[src/rtl/exu_wb_arbiter.sv]
// Write-back arbiter: ALU results take the register-file port first, long-latency
// results are bypassed when the port is free or queued in order in a small FIFO.
`timescale 1ns/1ps
module exu_wb_arbiter #(
    parameter int unsigned DEPTH  = 2,
    parameter int unsigned DATA_W = 32,
    parameter int unsigned ADDR_W = 5
) (
    input  logic              clk,
    input  logic              rst,
    input  logic              alu_we_i,
    input  logic [ADDR_W-1:0] alu_waddr_i,
    input  logic [DATA_W-1:0] alu_wdata_i,
    input  logic              lsu_valid_i,
    output logic              lsu_ready_o,
    input  logic [ADDR_W-1:0] lsu_waddr_i,
    input  logic [DATA_W-1:0] lsu_wdata_i,
    output logic              reg_we_o,
    output logic [ADDR_W-1:0] reg_waddr_o,
    output logic [DATA_W-1:0] reg_wdata_o,
    input  logic [ADDR_W-1:0] pend_raddr_i,
    output logic              pend_hit_o,
    output logic              busy_o
);

    localparam int unsigned PTR_W = $clog2(DEPTH);
    localparam int unsigned CNT_W = $clog2(DEPTH + 1);

    typedef struct packed {
        logic [ADDR_W-1:0] waddr;
        logic [DATA_W-1:0] wdata;
    } wb_entry_t;

    wb_entry_t         fifo_q [DEPTH];
    logic [PTR_W-1:0]  rd_ptr_q, rd_ptr_d;
    logic [PTR_W-1:0]  wr_ptr_q, wr_ptr_d;
    logic [CNT_W-1:0]  count_q, count_d;
    logic              reg_we_q, reg_we_d;
    logic [ADDR_W-1:0] reg_waddr_q, reg_waddr_d;
    logic [DATA_W-1:0] reg_wdata_q, reg_wdata_d;

    logic alu_act;
    logic lsu_fire;
    logic lsu_nz;
    logic pop;
    logic bypass;
    logic push;

    assign lsu_ready_o = (count_q != CNT_W'(DEPTH));
    assign busy_o      = (count_q != '0);
    assign reg_we_o    = reg_we_q;
    assign reg_waddr_o = reg_waddr_q;
    assign reg_wdata_o = reg_wdata_q;

    // Output-slot arbitration and FIFO bookkeeping
    always_comb begin
        alu_act     = alu_we_i && (alu_waddr_i != '0);
        lsu_fire    = lsu_valid_i && lsu_ready_o;
        lsu_nz      = lsu_fire && (lsu_waddr_i != '0);
        pop         = !alu_act && (count_q != '0);
        bypass      = !alu_act && (count_q == '0) && lsu_nz;
        push        = lsu_nz && !bypass;

        rd_ptr_d    = rd_ptr_q;
        wr_ptr_d    = wr_ptr_q;
        count_d     = count_q;
        reg_we_d    = alu_act || pop || bypass;
        reg_waddr_d = reg_waddr_q;
        reg_wdata_d = reg_wdata_q;

        if (alu_act) begin
            reg_waddr_d = alu_waddr_i;
            reg_wdata_d = alu_wdata_i;
        end else if (pop) begin
            reg_waddr_d = fifo_q[rd_ptr_q].waddr;
            reg_wdata_d = fifo_q[rd_ptr_q].wdata;
        end else if (bypass) begin
            reg_waddr_d = lsu_waddr_i;
            reg_wdata_d = lsu_wdata_i;
        end

        if (pop) begin
            rd_ptr_d = rd_ptr_q + PTR_W'(1);
        end
        if (push) begin
            wr_ptr_d = wr_ptr_q + PTR_W'(1);
        end
        if (push && !pop) begin
            count_d = count_q + CNT_W'(1);
        end else if (pop && !push) begin
            count_d = count_q - CNT_W'(1);
        end
    end

    always_ff @(posedge clk or posedge rst) begin
        if (rst) begin
            rd_ptr_q    <= '0;
            wr_ptr_q    <= '0;
            count_q     <= '0;
            reg_we_q    <= 1'b0;
            reg_waddr_q <= '0;
            reg_wdata_q <= '0;
        end else begin
            rd_ptr_q    <= rd_ptr_d;
            wr_ptr_q    <= wr_ptr_d;
            count_q     <= count_d;
            reg_we_q    <= reg_we_d;
            reg_waddr_q <= reg_waddr_d;
            reg_wdata_q <= reg_wdata_d;
        end
    end

    // Storage needs no reset: occupancy is tracked by count_q alone
    always_ff @(posedge clk) begin
        if (push) begin
            fifo_q[wr_ptr_q] <= '{waddr: lsu_waddr_i, wdata: lsu_wdata_i};
        end
    end

    // RAW lookup over the occupied window starting at the head
    always_comb begin
        logic [PTR_W-1:0] idx;
        pend_hit_o = 1'b0;
        idx        = '0;
        for (int unsigned k = 0; k < DEPTH; k++) begin
            idx = rd_ptr_q + PTR_W'(k);
            if ((CNT_W'(k) < count_q) && (fifo_q[idx].waddr == pend_raddr_i)) begin
                pend_hit_o = 1'b1;
            end
        end
        if (pend_raddr_i == '0) begin
            pend_hit_o = 1'b0;
        end
    end

endmodule

[config.mk]
export PLATFORM = sky130hd
export DESIGN_NAME = exu_wb_arbiter
export DESIGN_NICKNAME = d
export VERILOG_FILES = /design/src/rtl/exu_wb_arbiter.sv
export SDC_FILE = /design/constraint.sdc
export NUM_CORES = 1
export LEC_CHECK = 0
export CAP_MARGIN = 10
export CORE_MARGIN = 2
export CORE_UTILIZATION = 30
export CTS_BUF_LIST = sky130_fd_sc_hd__clkbuf_16
export DETAILED_ROUTE_END_ITERATION = 12
export GPL_ROUTABILITY_DRIVEN = 0
export GPL_TIMING_DRIVEN = 0
export PLACE_DENSITY_LB_ADDON = 0.12
export SYNTH_ARGS = -nofsm -noshare
export SYNTH_HDL_FRONTEND = slang
export SYNTH_SLANG_ARGS = --single-unit
[constraint.sdc]
create_clock -name clk -period 5.3 [get_ports clk]
set_clock_uncertainty 0.15 [all_clocks]
set_input_delay 1.06 -clock clk [delete_from_list [all_inputs] [get_ports clk]]
set_output_delay 1.06 -clock clk [all_outputs]
set_load 0.01 [all_outputs]
==> out/results.env <==
SYNTH.YOSYS.SEQ_AREA_SHARE_PCT=64.1
CTS_INSERTED_BUFFERS=17
GRT_UTIL_ALL_LAYERS_PCT=15.7
NUMBER_OF_WARNINGS_ISSUED_BY_YOSYS=0
GRT_PASS1_WL_MM=21.4
WORST_SKEW_PAIR.LATE_LATENCY_PS=400
TOTAL_POWER_uW=3640
DIODES=0
CTS_REPAIR_RESIZE_COUNT=0
DETAILED_PLACE.AREA_UM2=6700
AREA_LEADER_NETLIST='sky130_fd_sc_hd__edfxtp_1'
GRT_ANTENNA_BEFORE_REPAIR=0
FMAX_MHz=246
GRT_START_MAX_NET_PINS=30
WORST_EP_ARRIVAL_TIME_PS=2850
N_FILL_CELL=1553
PATH_CLK_SLEW_PS=50
CTSHOLDBUFFERS=0
LAYOUT.CORE_UTILIZATION_PCT=43.7
SYNTH_EDF_COUNT=74
SETUP_VIOL=0
DIE-AREA_UM2=18100
FINAL_ANT_VIOL_NETS=0
MULTI_INPUT_COMB_AREA_UM2=1700
HTREE_NUM_LEVELS=4
STATUS='completed'
VDD.IR_DROP.WORST_mV=0.264
RSZ_0062_RAISED_AFTER_GLOBAL_ROUTING='no'
DRT_ITER0_DRC=206
VIA_COUNT_OF_THE_FIRST_GLOBAL_ROUTING_PASS=3968
ROUTE.DETAILED.VIAS_PER_INST=4.69
WL_MM=13.4
PERIOD_NEEDED_PS=4060
YOSYSTOPAREACELLSHARE_PCT=43.5
FP.DIEW_UM=134
CTS_NUM_SINKS=116
RATIO_OF_CELLS_WITH_DRIVE_ABOVE_1_IN_THE_FINAL_LAYOUT_PCT=12.8
TIMING_MAX_TRANSITION_VIOLATIONS_FINAL=0
DIEHEIGHT_UM=134
TIMING.SETUP.CRITICAL_PATH_CLASS='primary input to primary output'
CELL_AT_THE_ROOT_OF_THE_CLOCK_TREE='sky130_fd_sc_hd__clkbuf_16'
TIGHTESTPINTRANSITION_PS=707
MAX_SLEW_MARGIN_PCT=52.9
SYNTH.CELL_AREA_UM2=5110
OVERFLOW=0
NUMPORTBUFFERS=123
SYN_NETS=489
ROWS=47
CORE_REGION_AREA_UM2=16600
WORSTSETUPENDPOINTTYPE='primary output'
SETUP.WORST_PATH.END='pend_hit_o'
FINAL-HOLD-VIOLATION-COUNT=0
YOSYSUNIQUECELLTYPES=44
CRITICAL_PATH.REG2REG.ENDPOINT='fifo_q[0][21]'
POWER.DENSITY_CELL_AREA_nW_PER_UM2=502
DRC=0
SYNTH_TOP_CELLS_BY_AREA='sky130_fd_sc_hd__edfxtp_1 44%, sky130_fd_sc_hd__dfrtp_1 21%, sky130_fd_sc_hd__mux2i_1 4.7%, sky130_fd_sc_hd__mux2_2 4.4%, sky130_fd_sc_hd__o21ai_0 3.4%'
POSTLAYOUTCELLAREA_UM2=7240
LAYOUT.AREA.SEQ_UM2=3270
SYNTH-MAIN-FF-CELL='sky130_fd_sc_hd__edfxtp_1'
R2R.WORST_PATH.CELLS=7
WORSTPATHMAXFANOUT=3
ASYNCSETRESETFLOPFRACSYNTH_PCT=36.2
HOLD_PATH_CLASS='register to register'
CTS_TREE='yes'
SYNTH.FF_LATCH_COUNT=116
REG2REG_SLACK_PS=2500
FLOORPLAN.IO_PINS=124
SETUP_CRIT_START='pend_raddr_i[1]'
TOTAL_LEAKAGE_POWER_uW=0.00267
ROUTED-VIA-COUNT=3665
FINAL_MIN_PERIOD_OVER_CLOCK_PERIOD_PCT=76.7
START_KIND='primary input'
ROUTED_LENGTH_PER_INSTANCE_UM=17.1
REG2REG_FROM='count_q[0]'
AREA_GROWTH_PCT=41.9
START_UTIL_PCT=30.8
SYNTH_CELLS=403
CP.REQUIRED_PS=4090
CTS_BUFFER_DEPTH=2
SETUP-TNS-FINAL_PS=0
SYNTHESIZED_AREA_PER_CELL_UM2=12.7
DETAILED_PLACE_HPWL_MM=9.44
CAP_VIOL_MAX_COUNT=0
NUMBER_OF_SETUP_BUFFERS_ADDED_AFTER_CTS=0
DETAIL_ROUTE.FIRST_PASS.ITERATIONS=5
COUNT_OF_NETS_AFTER_FINISHING=634
layout make-up:
type                    instances  share of cell area [%]
clock buffers                  17                    5.87
repair buffers                126                    18.0
well taps                     220                    3.80
inverters                       9                   0.501
multi-input cells             255                    23.4
clock inverters                15                    1.69
flip-flops and latches        116                    45.2
plain buffers                  23                    1.50
logic make-up (layout without fill, tap and decap cells):
group | after synthesis | in the layout | share of synthesized area [%]
DFF | 116 | 116 | 64.1
AOI/OAI and AO/OA | 106 | 106 | 13.0
and+or+nand+nor | 91 | 91 | 8.28
muxes | 44 | 44 | 9.12
buffers and inverters | 32 | 190 | 2.84
xor gates and xnor gates | 11 | 11 | 1.89
adders and majority gates | 3 | 3 | 0.735
sequential cells by signal, summed over array words and instances, names as in the netlist:
signal / cells
reg_waddr_o: 5
reg_we_o: 1
rd_ptr_q: 1
fifo_q: 74
count_q: 2
reg_wdata_o: 32
wr_ptr_q: 1
cells in the mapped netlist, types with 3 or more instances:
cell	count
sky130_fd_sc_hd__clkbuf_1	11
sky130_fd_sc_hd__a31oi_1	16
sky130_fd_sc_hd__dfrtp_1	42
sky130_fd_sc_hd__nand3_1	16
sky130_fd_sc_hd__a21oi_1	27
sky130_fd_sc_hd__nand2_1	18
sky130_fd_sc_hd__mux2_2	20
sky130_fd_sc_hd__inv_1	7
sky130_fd_sc_hd__nor3_1	3
sky130_fd_sc_hd__xor2_1	5
sky130_fd_sc_hd__edfxtp_1	74
sky130_fd_sc_hd__buf_2	9
sky130_fd_sc_hd__o21ai_0	35
sky130_fd_sc_hd__nor2_1	43
sky130_fd_sc_hd__ha_1	3
sky130_fd_sc_hd__a22oi_1	3
sky130_fd_sc_hd__xnor2_1	6
sky130_fd_sc_hd__mux2i_1	24
sky130_fd_sc_hd__o2bb2ai_1	16
critical path, stage by stage:
cell and delay [ps]:
sky130_fd_sc_hd__clkdlybuf4s50_1 560, sky130_fd_sc_hd__nor4_1 100, sky130_fd_sc_hd__a22oi_1 160, sky130_fd_sc_hd__o2111ai_1 150, sky130_fd_sc_hd__o31ai_1 240, sky130_fd_sc_hd__clkdlybuf4s50_1 590
metrics by stage:
stage	hold slack (ps)	setup slack (ps)	cells
floorplan	306	1320	403
global placement	319	-579	746
detailed placement	323	1220	749
CTS	345	1230	781
global route	360	1180	781
finish	338	1240	781
power by group:
group	internal, µW	total (µW)	switching [µW]
clock	675	1050	380
combinational	595	1240	647
sequential	1240	1340	98.3
total	2510	3640	1120
routing by layer:
metal | routed length [µm] | global-route usage, %
met5 | 0 | 0
met3 | 797 | 5.11
met2 | 6420 | 25.8
met4 | 65 | 4.04
met1 | 6110 | 20.1
placed cells by master (no fill, tap or decap), types with 2 or more instances in the layout:
cell	instances
sky130_fd_sc_hd__buf_2	9
sky130_fd_sc_hd__clkinvlp_4	2
sky130_fd_sc_hd__nor2_1	43
sky130_fd_sc_hd__a21oi_1	27
sky130_fd_sc_hd__dfrtp_1	42
sky130_fd_sc_hd__mux2i_1	24
sky130_fd_sc_hd__mux2_2	20
sky130_fd_sc_hd__clkinv_1	6
sky130_fd_sc_hd__inv_1	7
sky130_fd_sc_hd__o21ai_0	35
sky130_fd_sc_hd__bufinv_16	2
sky130_fd_sc_hd__edfxtp_1	74
sky130_fd_sc_hd__clkbuf_16	17
sky130_fd_sc_hd__xnor2_1	6
sky130_fd_sc_hd__a22oi_1	3
sky130_fd_sc_hd__buf_16	2
sky130_fd_sc_hd__nand3_1	16
sky130_fd_sc_hd__a31oi_1	16
sky130_fd_sc_hd__xor2_1	5
sky130_fd_sc_hd__clkbuf_1	11
sky130_fd_sc_hd__nor3_1	3
sky130_fd_sc_hd__nand2_1	18
sky130_fd_sc_hd__o2bb2ai_1	16
sky130_fd_sc_hd__ha_1	3
sky130_fd_sc_hd__clkinv_2	5
sky130_fd_sc_hd__clkdlybuf4s50_1	123
worst min path at each step:
stage                     from  cells after the start               to  slack, ps
3_5_place_dp   reg_wdata_o[22]                      1  reg_wdata_o[22]        320
4_1_cts        reg_wdata_o[18]                      1  reg_wdata_o[18]        340
2_1_floorplan         wr_ptr_q                      1         wr_ptr_q        310
3_3_place_gp          wr_ptr_q                      1         wr_ptr_q        320
5_1_grt        reg_wdata_o[18]                      1  reg_wdata_o[18]        360
6_report       reg_wdata_o[14]                      1  reg_wdata_o[14]        340
No activity file was read; power rests on OpenSTA's default activity.
